==> config.mk <==
export PLATFORM = sky130hd
export DESIGN_NAME = usb_rx_ctrl
export DESIGN_NICKNAME = d
export VERILOG_FILES = /design/src/rtl/usb_rx_ctrl.sv
export SDC_FILE = /design/constraint.sdc
export NUM_CORES = 1
export LEC_CHECK = 0
export ABC_AREA = 1
export ABC_CLOCK_PERIOD_IN_PS = 1450
export CAP_MARGIN = 40
export CORE_ASPECT_RATIO = 1.5
export CORE_UTILIZATION = 48
export DETAILED_ROUTE_END_ITERATION = 16
export GPL_TIMING_DRIVEN = 0
export PLACE_DENSITY = 0.74
export SYNTH_ARGS = -nofsm -noshare
export SYNTH_HDL_FRONTEND = slang
export SYNTH_SLANG_ARGS = --single-unit
==> constraint.sdc <==
create_clock -name clk -period 1.45 [get_ports clk]
set_input_delay 0.3625 -clock clk [delete_from_list [all_inputs] [get_ports clk]]
set_output_delay 0.3625 -clock clk [all_outputs]
set_load 0.02 [all_outputs]
==> src/rtl/usb_rx_ctrl.sv <==
// usb_rx_ctrl: receive-side sequencer for the USB full-speed packet receiver.
// Counts decoded bits into bytes, validates SYNC and PID, strobes each data
// byte into the RX FIFO and flags framing, PID and length errors.
module usb_rx_ctrl #(
  parameter int MAX_BYTES = 64
) (
  input  logic       clk,
  input  logic       n_rst,
  input  logic       d_edge,
  input  logic       shift_enable,
  input  logic       eop,
  input  logic [7:0] rcv_data,
  output logic       rcving,
  output logic       w_enable,
  output logic       r_error,
  output logic [3:0] rx_pid,
  output logic       pid_valid
);

  localparam int CNT_W = $clog2(MAX_BYTES + 1);

  typedef enum logic [3:0] {
    IDLE,
    SYNC,
    CHK_SYNC,
    PID,
    CHK_PID,
    DATA,
    STORE,
    EOP_WAIT,
    ERR_WAIT
  } state_t;

  state_t             r_state;
  logic [2:0]         r_bit_cnt;
  logic               r_byte_done;
  logic [CNT_W-1:0]   r_byte_cnt;
  logic               r_rcving;
  logic               r_wen;
  logic               r_err;
  logic [3:0]         r_pid;
  logic               r_pid_valid;

  logic w_bit_state;
  logic w_bit_tick;
  logic w_eop_strobe;
  logic w_sync_ok;
  logic w_pid_ok;
  logic w_cnt_full;

  // Bits are only counted while a byte is being assembled; an SE0 sample is
  // never a data bit.
  assign w_bit_state  = (r_state == SYNC) || (r_state == PID) || (r_state == DATA);
  assign w_bit_tick   = w_bit_state && shift_enable && !eop;
  assign w_eop_strobe = shift_enable && eop;
  assign w_sync_ok    = (rcv_data == 8'h80);
  assign w_pid_ok     = (rcv_data[3:0] == ~rcv_data[7:4]);
  assign w_cnt_full   = (r_byte_cnt == CNT_W'(MAX_BYTES));

  // Bit counter and the registered end-of-byte flag (one cycle after the 8th bit).
  always_ff @(posedge clk or negedge n_rst) begin
    if (!n_rst) begin
      r_bit_cnt   <= 3'd0;
      r_byte_done <= 1'b0;
    end else begin
      r_byte_done <= w_bit_tick && (r_bit_cnt == 3'd7);
      if (r_state == IDLE) begin
        r_bit_cnt <= 3'd0;
      end else if (w_bit_tick) begin
        r_bit_cnt <= r_bit_cnt + 3'd1;
      end
    end
  end

  // Packet sequencer with registered status outputs and byte counter.
  always_ff @(posedge clk or negedge n_rst) begin
    if (!n_rst) begin
      r_state     <= IDLE;
      r_byte_cnt  <= '0;
      r_rcving    <= 1'b0;
      r_wen       <= 1'b0;
      r_err       <= 1'b0;
      r_pid       <= 4'h0;
      r_pid_valid <= 1'b0;
    end else begin
      r_wen       <= 1'b0;
      r_pid_valid <= 1'b0;
      case (r_state)
        IDLE: begin
          r_byte_cnt <= '0;
          if (d_edge) begin
            r_state  <= SYNC;
            r_rcving <= 1'b1;
            r_err    <= 1'b0;
          end
        end
        SYNC: begin
          if (r_byte_done) begin
            r_state <= CHK_SYNC;
          end else if (w_eop_strobe) begin
            r_state <= ERR_WAIT;
            r_err   <= 1'b1;
          end
        end
        CHK_SYNC: begin
          if (w_sync_ok) begin
            r_state <= PID;
          end else begin
            r_state <= ERR_WAIT;
            r_err   <= 1'b1;
          end
        end
        PID: begin
          if (r_byte_done) begin
            r_state <= CHK_PID;
          end else if (w_eop_strobe) begin
            r_state <= ERR_WAIT;
            r_err   <= 1'b1;
          end
        end
        CHK_PID: begin
          if (w_pid_ok) begin
            r_state     <= DATA;
            r_pid       <= rcv_data[3:0];
            r_pid_valid <= 1'b1;
          end else begin
            r_state <= ERR_WAIT;
            r_err   <= 1'b1;
          end
        end
        DATA: begin
          if (r_byte_done) begin
            // Write strobe is raised together with entry to STORE so it is
            // registered; a full buffer never produces the strobe.
            r_state <= STORE;
            r_wen   <= !w_cnt_full;
          end else if (w_eop_strobe) begin
            if (r_bit_cnt == 3'd0) begin
              r_state <= EOP_WAIT;
            end else begin
              r_state <= ERR_WAIT;
              r_err   <= 1'b1;
            end
          end
        end
        STORE: begin
          if (w_cnt_full) begin
            r_state <= ERR_WAIT;
            r_err   <= 1'b1;
          end else begin
            r_state    <= DATA;
            r_byte_cnt <= r_byte_cnt + CNT_W'(1);
          end
        end
        EOP_WAIT: begin
          if (!eop) begin
            r_state  <= IDLE;
            r_rcving <= 1'b0;
          end
        end
        ERR_WAIT: begin
          if (w_eop_strobe) begin
            r_state <= EOP_WAIT;
          end
        end
        default: begin
          r_state <= IDLE;
        end
      endcase
    end
  end

  assign rcving    = r_rcving;
  assign w_enable  = r_wen;
  assign r_error   = r_err;
  assign rx_pid    = r_pid;
  assign pid_valid = r_pid_valid;

endmodule

; ---- Word level (Yosys, flattened, before mapping)
; Cells that the tools add are included.
[word_totals]
regBits = 23
input_bits = 13
output_inout_bits = 8
[classes]
add_sub_neg = 2
eq_ne = 25
mux = 34
n_bitwise = 1
n_reduce_logical = 20
[ops]
columns = cell, n
row1 = two-way mux 4 bit, 12
row2 = case mux 4 bit (9 select lines), 1
row3 = != test 2 bit (second input constant), 11
row4 = == test 4 x 3 -> 1 bit (second input constant), 4
row5 = two-way mux 1 bit, 15
row6 = case mux 7 bit (2 select lines), 1
row7 = AND reduction 10 bit, 1
row8 = == test 4 x 2 -> 1 bit (second input constant), 2
row9 = == test 8 bit (second input constant), 1
row10 = adder 7 x 1 -> 7 bit (second input constant), 1
row11 = == test 7 bit (second input constant), 1
row12 = two-way mux 7 bit, 1
row13 = two-way mux 3 bit, 2
row14 = case mux 1 bit (6 select lines), 1
row15 = nonzero test 2 bit, 3
row16 = nonzero test 6 bit, 1
row17 = == test 4 x 1 -> 1 bit (second input constant), 1
row18 = == test 4 bit, 1
row19 = == test 4 bit (second input constant), 1
row20 = logical AND 1 bit, 4
row21 = logical NOT 4 bit, 1
row22 = NOT 4 bit, 1
row23 = AND reduction 2 bit, 2
row24 = AND reduction 4 bit, 1
row25 = other kinds (10), 12

; ---- Depth between registers and ports, before layout
; Gate-level depths: netlist of run 1.
[depth]
ltp_word = 7
depth_mapped = 11
mapped_depth_nobuf = 11

; ---- Worst setup path after synthesis of run 1
; OpenSTA, ideal clock, no wires.
[synth_path]
path_kind = reg2reg
startpoint = register r_byte_cnt[0]
endpoint = register r_state[0]
setup_time_ns = 0.117
arrival_time_ns = 1.221
required_ns = 1.333
slack_ns = 0.112
stages_incl_launch_ff = 12
synth_period_minus_slack_ns = 1.338
path_cell_list = dfrtp_1 -> inv_1 -> ha_1 -> nand2_1 -> inv_1 -> nand3_1 -> a21oi_1 -> nand2_2 -> inv_1 -> nand2_1 -> nand2_1 -> nand2_1
[synth_between]
elab_chain_len = 3
[synth_lines]
columns = element, line_no
row1 = from (decl), 37  ; logic [CNT_W-1:0] r_byte_cnt;
row2 = from (signal assigned), 152  ; r_byte_cnt <= r_byte_cnt + CNT_W'(1);
row3 = == test 7 bit, 58  ; assign w_cnt_full = (r_byte_cnt == CNT_W'(MAX_BYTES));
row4 = two-way mux 4 bit, 147  ; if (w_cnt_full) begin
row5 = case mux 4 bit (9 select lines), 88  ; case (r_state)
row6 = to (signal assigned), 92  ; r_state <= SYNC;
row7 = to (signal assigned), 148  ; r_state <= ERR_WAIT;
row8 = to (signal assigned), 151  ; r_state <= DATA;
row9 = to (decl), 34  ; state_t r_state;
; Every way passes these cells.
; A chain may end at the register's enable or synchronous reset.

; ---- Worst setup path after layout of run 1
[layout_path]
startpoint = register r_byte_cnt[0]
endpoint = register r_err, in the netlist r_error
[layout_between]
elab_chain_len = 3
[layout_lines]
columns = element, line_no
row1 = == test 7 bit, 58
row2 = != test 2 bit (no line), --
row3 = AND reduction 10 bit (no line), --
row4 = to (signal assigned), 82  ; r_err <= 1'b0;
row5 = to (signal assigned), 94  ; r_err <= 1'b0;
row6 = to (signal assigned), 102  ; r_err <= 1'b1;
row7 = to (decl), 40  ; logic r_err;
; Every way passes these cells.

==> qor.yml, run 1 <==
grt:
  grt_pass1_wl_mm: 5.12
  grt-ovfl-total: 0
  grt_max_degree: 14
  antenna_found_initial: 0
  gr-max-usage-layer: "met2"
  grtUsageTotal: 0.214
  grtUsageMet2: 0.383
  grt_util_met3: 0.0234
  grt_use_met1: 0.228
  grt_pass1_vias: 1321
synth:
  synth-async-reset-ratio: 1.00
  synth_edf_count: 0
  ys_ff_latch: 23
  syn-num-nets: 226
  synth_flop_cell: "dfrtp_1"
  synth_common_cells: "63 x nand2_1, 33 x inv_1, 25 x nor2_1, 23 x dfrtp_1"
  ys.warnings.count: 0
  synth_area_leader_cell: "dfrtp_1"
  yosysUniqueCellTypes: 20
  syn_area_um2: 1470
  ys_seq_area_frac: 0.392
  synth_most_common_cell: "nand2_1"
  yosysTopAreaCellShare: 0.392
  postSynthCellCount: 208
  yosys-top-cells-area: "dfrtp_1 39%, nand2_1 16%, inv_1 8.4%"
  synth.avg_cell_area_um2: 7.06
floorplanning:
  start_util: 0.504
  die_x_um: 47.2
  row_count: 24
  die_area_um2: 3290
  fp.dieH_um: 69.8
  pin_count: 21
  core_um2: 2910
timing:
  tightestPinTransition_ns: 0.549
  period_minus_slack_ns: 1.41
  fin_crit_sh: 0.974
  setup_ws_ns: 0.0373
  fin_tns_setup_ns: 0
  maxSlewHeadroom: 0.633
  finalMaxSlewViolations: 0
  rsz0062_at_grt: "yes"
  finalHoldViolCount: 0
  skew_ns: 0.00751
  setup_viol: 0
  fmax_mhz: 708
final_layout:
  stdcell_count: 281
  nFillCells: 272
  fin_nets: 261
  design_area_um2: 1930
  syn2layout_area_growth_pct: 31.3
  final_layout_size_suffix_gt1_frac: 0.248
  antenna_cells: 0
setup_path:
  reg2reg_depth: 11
  arrival_ns: 1.57
  r2r-end: "r_error"
  worstPathCellList: "inv_2, ha_4, nand2_2, inv_2, nand3_4, nand2_4, nand3_2, nor2_2, nand2_1, nand2_1, nand2_1"
  start_kind: "flip-flop"
  r2r_slack_ns: 0.04
  critPathTopFamily: "simple AND/OR/NAND/NOR gates"
  cp-end-kind: "flip-flop"
  crit_buf_inv: 2
  max_stage_delay_ns: 0.40
  critPathKind: "reg2reg"
  crit_start: "r_byte_cnt[0]"
  worst-path-max-fanout: 3
  r2r-start: "r_byte_cnt[0]"
  slowest_stage: "dfrtp_1"
  crit_cells: 11
  crit_end: "r_error"
  required_ns: 1.61
  worst_path_most_repeated_cell: "nand2_1"
placement:
  place_congestion: 0.887
  pre_cts_slack_ns: -0.244
  placed_cells: 268
  port_buffers: 20
  dp_hpwl_mm: 2.34
  postPlaceCellArea_um2: 1730
pwr:
  max-vdd-ir-drop_mv: 0.996
  power.total_uw: 2770
  p_leak_uw: 0.00110
  power.density_nw_per_um2: 1430
clock_tree:
  cts_root_buf: "clkbuf_8"
  clock_latency_ns: 0.27
  path_clk_slew_ns: 0.08
  cts_buffers: 3
  cts_tree: "done"
  cts_sinks: 23
  cts_max_level: 1
  ctsHoldBuffers: 0
  clk_path_buf_depth: 2
detailed_routing:
  drt_iter0_drc: 24
  via_per_inst: 4.94
  drt.antenna.violating_nets: 0
  dr.pass1.iters: 5
  routedWlPerCell_um: 11.1
  route.detailed.drc: 0
  postRouteWirelength_mm: 3.12
  vias: 1389
outcome:
  outcome: "completed"
job:
  drv_cap: 0
min_path:
  hold_path_class: "in2reg"
[power breakdown]
part / switching (uW) / total [uW] / leakage [uW] / internal [uW]
Clock: 202 / 394 / 0.0000255 / 192
Combinational: 881 / 1430 / 0.000771 / 547
Sequential: 146 / 945 / 0.000300 / 798
[worst min-delay path, cell delays in order]
cell and delay [ns]:
dlymetal6s2s_1 0.13, inv_1 0.06, o21ai_0 0.08
[logic make-up (layout without fill, tap and decap cells)]
group / count (synthesis) / count (layout) / synth area share
AOI/OAI and AO/OA: 23 / 23 / 0.0852
adders and majority gates: 5 / 5 / 0.0426
buffers and inverters: 39 / 73 / 0.108
DFF: 23 / 23 / 0.392
and+or+nand+nor: 118 / 118 / 0.372
[cell type report]
cell class	count	area, um2	area share
Inverter	38	150	0.0778
Clock buffer	3	41.3	0.0214
Multi-Input combinational cell	146	802	0.416
Buffer	1	11.3	0.00584
Sequential cell	23	581	0.301
Tap cell	39	48.8	0.0253
Clock inverter	1	5.00	0.00259
Timing Repair Buffer	30	290	0.150
[metal layers]
metal	part of all wire	routed length, um
met1	0.37	1170
met2	0.57	1790
met3	0.026	81
met4	0.026	81
met5	0	0
[timing repair]
| item | 4_1_cts | 5_1_grt |
|---|---|---|
| endpoints found under the setup margin | 14 | 14 |
| setup buffers | 0 | 8 |
| cloned | 0 | 1 |
| pin swaps | 0 | 14 |
| resized for setup | 11 | 35 |
[cells in the final DEF (no fill, tap or decap), types with 5 or more instances in the layout]
| cell type | Yosys | layout |
|---|---|---|
| a21oi_1 | 8 | 7 |
| buf_4 | 0 | 8 |
| dfrtp_1 | 23 | 19 |
| dlygate4sd2_1 | 0 | 8 |
| dlymetal6s2s_1 | 0 | 8 |
| inv_1 | 33 | 26 |
| inv_2 | 4 | 10 |
| nand2_1 | 63 | 58 |
| nand2_2 | 4 | 9 |
| nand3_1 | 11 | 9 |
| nand4_1 | 5 | 5 |
| nor2_1 | 25 | 20 |
| nor2_2 | 0 | 5 |
| o21ai_0 | 11 | 10 |
[per-stage QoR]
stage | utilization | hold WS (ns)
floorplan | - | 0.0669
global placement | 0.590 | 0.468
detailed placement | 0.595 | 0.467
CTS | 0.610 | 0.459
global route | 0.662 | 0.439
finish | 0.662 | 0.403
[flip-flops by register name, indices dropped and copies added, names as in the netlist]
register,count
r_byte_cnt,7
r_state,4
rx_pid,4
r_bit_cnt,3
pid_valid,1
r_byte_done,1
r_error,1
rcving,1
w_enable,1
[how the worst min path moves through the flow]
stage,start,to,slack [ns],depth (start not counted)
after floorplan,n_rst,pid_valid,0.07,0
after global placement,r_error,r_error,0.47,2
after detailed placement,r_error,r_error,0.47,2
after CTS,n_rst,r_state[2],0.46,1
after global routing,rcv_data[2],rx_pid[2],0.44,3
final,rcv_data[1],rx_pid[1],0.40,3
(Power assumes the default switching activity.)
==> inputs of run 2 (changes only) <==
--- a/config.mk
+++ b/config.mk
@@ -9,10 +9,10 @@
 export ABC_CLOCK_PERIOD_IN_PS = 1450
 export CAP_MARGIN = 40
 export CORE_ASPECT_RATIO = 1.5
-export CORE_UTILIZATION = 48
+export CORE_UTILIZATION = 35
 export DETAILED_ROUTE_END_ITERATION = 16
 export GPL_TIMING_DRIVEN = 0
-export PLACE_DENSITY = 0.74
+export RECOVER_POWER = 100
 export SYNTH_ARGS = -nofsm -noshare
 export SYNTH_HDL_FRONTEND = slang
 export SYNTH_SLANG_ARGS = --single-unit
==> run 2 against run 1 <==
  * Worst setup slack worse by 0.030 ns
  * Clock power rose by 5.6%
  * Via count rose by 0.79%
  * Register-to-register slack worse by 0.03 ns
  * Wire length rose by 5.3%
  * Hold slack lost 0.0070 ns
  * Flip-flop and latch count did not move
  * Clock skew increased by 0.0019 ns
  * Sequential power grew 0.5%
  * Global-route usage down 5.7 points
  * Sequential share of layout area is 0.71 points lower
  * Clock-buffer cell count rose by 1
  * Critical endpoint is now r_state[1]
==> qor.yml, run 2 (same netlist as run 1, synthesis figures left out) <==
outcome:
  outcome: "completed"
detailed_routing:
  met1_length_mm: 1.43  # +22%
  vias: 1400  # +0.79%
  drt.antenna.violating_nets: 0  # unchanged
  drt_iter0_drc: 41  # +71%
  postRouteWirelength_mm: 3.28  # +5.3%
  dr.pass1.iters: 4  # -1
  wl_met3_um: 80  # -1.2%
  top_layer: "met4"
  routedWlPerCell_um: 11.2  # +1.3%
  wl_met2_mm: 1.71  # -4.3%
  via_per_inst: 4.79  # -3.0%
  route.detailed.drc: 0  # unchanged
final_layout:
  seq_area_um2: 581  # unchanged
  mostFrequentLayoutCells: "56 x nand2_1, 26 x inv_1, 20 x nor2_1"
  layout_commonest_cell: "nand2_1"
  syn2layout_area_growth_pct: 34.5
  antenna_cells: 0  # unchanged
  largest_reg_flops: 7  # unchanged
  regMostFlops: "r_byte_cnt"
  stdcell_count: 292  # +3.9%
  final_layout_size_suffix_gt1_frac: 0.275  # +0.0274
  fin_nets: 266  # +1.9%
  nFillCells: 422  # +55%
  multi_input_area_um2: 807  # +0.62%
placement:
  port_buffers: 20  # unchanged
  placed_cells: 274  # +2.2%
  dp_hpwl_mm: 2.33  # -0.10%
  place_congestion: 0.812  # -8.5%
timing:
  fin_crit_sh: 0.995  # +0.0208
  maxSlewHeadroom: 0.701  # +0.0685
  finalMaxSlewViolations: 0  # unchanged
  tightestPinTransition_ns: 0.448  # -0.101 ns
  period_minus_slack_ns: 1.44  # +0.0302 ns
  rsz0062_at_grt: "yes"
  finalHoldViolCount: 0  # unchanged
  skew_ns: 0.00941  # +0.00191 ns
  fmax_mhz: 693  # -2.1%
  setup_viol: 0  # unchanged
setup_path:
  required_ns: 1.61  # about the same
  cp-end-kind: "flip-flop"
  start_kind: "flip-flop"
  worst-path-max-fanout: 5  # +2
  critPathKind: "reg2reg"
  reg2reg_depth: 10  # -1
  arrival_ns: 1.60  # +0.03 ns
clock_tree:
  cts_root_buf: "clkbuf_8"
  clk_path_buf_depth: 2  # unchanged
  cts_sinks: 23  # unchanged
  ctsHoldBuffers: 0  # unchanged
  cts_max_level: 1  # unchanged
  clock_latency_ns: 0.27  # about the same
  cts_buffers: 3  # unchanged
  cts_tree: "done"
  path_clk_slew_ns: 0.09  # about the same
floorplanning:
  pin_count: 21  # unchanged
  start_util: 0.368  # -0.137
  row_count: 28  # +17%
  die_x_um: 54.9  # +16%
  die_area_um2: 4470  # +36%
  fp.dieH_um: 81.3  # +17%
  core_um2: 3990  # +37%
grt:
  grt-ovfl-total: 0  # unchanged
  grt_pass1_wl_mm: 5.04  # -1.5%
  grt_pass1_vias: 1268  # -4.0%
  antenna_found_initial: 0  # unchanged
  grtUsageTotal: 0.156  # -0.0574
  grt_max_degree: 18  # +4
pwr:
  power.density_nw_per_um2: 1450  # +1.5%
  max-vdd-ir-drop_mv: 1.03  # +3.8%
  p_leak_uw: 0.00112  # +2.2%
  power.total_uw: 2870  # +3.9%
min_path:
  hold_path_class: "in2async"
job:
  drv_cap: 0  # unchanged
## run 2: changes by cell type in the layout (fill, tap and decap cells not counted), moves of 2 or more
| cell | previous run | this run |
|---|---|---|
| buf_4 | 8 | 14 |
| inv_2 | 10 | 8 |
| inv_4 | 1 | 3 |
| nand2_1 | 58 | 56 |
| nand2_2 | 9 | 11 |
## run 2: critical path, stage by stage (launching register included)
cell and delay [ns]:
dfrtp_2 0.47, inv_4 0.10, nand2_4 0.06, nor2_1 0.20
inv_1 0.12, nand2_1 0.08, nand2_1 0.06, nand2_2 0.07
inv_2 0.05, o21ai_2 0.05, nand2_1 0.06
## run 2: through the flow
step                setup WS (ns)   util  setup TNS, ns  area [um2]  hold slack, ns
floorplan                   0.112      -              0        1470          0.0669
global placement           -0.289  0.432          -8.27        1730           0.472
detailed placement         -0.268  0.436          -1.76        1740           0.471
CTS                        0.0121  0.455              0        1820           0.368
global route              -0.0806  0.495         -0.259        1980           0.414
finish                    0.00710  0.495              0        1980           0.396
## run 2: routing by layer
metal	GRT usage	vias to the layer above
li1	-	723
met1	0.179	646
met2	0.270	26
met3	0.0225	5
met4	0.0775	0
met5	0	-
## run 2: where the power goes
group / total (uW) / internal [uW] / switching (uW)
clock: 416 / 197 / 219
combinational: 1510 / 601 / 907
sequential: 950 / 798 / 152
## run 2: worst paths after layout
| path | slack, ns | start | to |
|---|---|---|---|
| worst min register to register | 0.49 | rx_pid[2] | rx_pid[2] |
| min in group clk | 0.40 | rcv_data[0] | rx_pid[0] |
| worst max register to register | 0.007 | r_state[1] | r_state[1] |
| worst min-delay path | 0.40 | n_rst | r_byte_cnt[0] |
| max in group asynchronous | 0.28 | n_rst | r_state[0] |
| worst max-delay path | 0.007 | r_state[1] | r_state[1] |
## run 2: cell type report
cell class,count,area share
Tap cell,45,0.0285
Sequential cell,23,0.294
Clock buffer,4,0.0228
Inverter,38,0.0785
Multi-Input combinational cell,146,0.408
Timing Repair Buffer,35,0.162
Buffer,1,0.00570
## run 2: repair_timing
action | 4_1_cts | 5_1_grt
gates resized for setup | 10 | 44
buffers inserted | 5 | 9
pin swaps | 2 | 12
endpoints found under the setup margin | 16 | 14
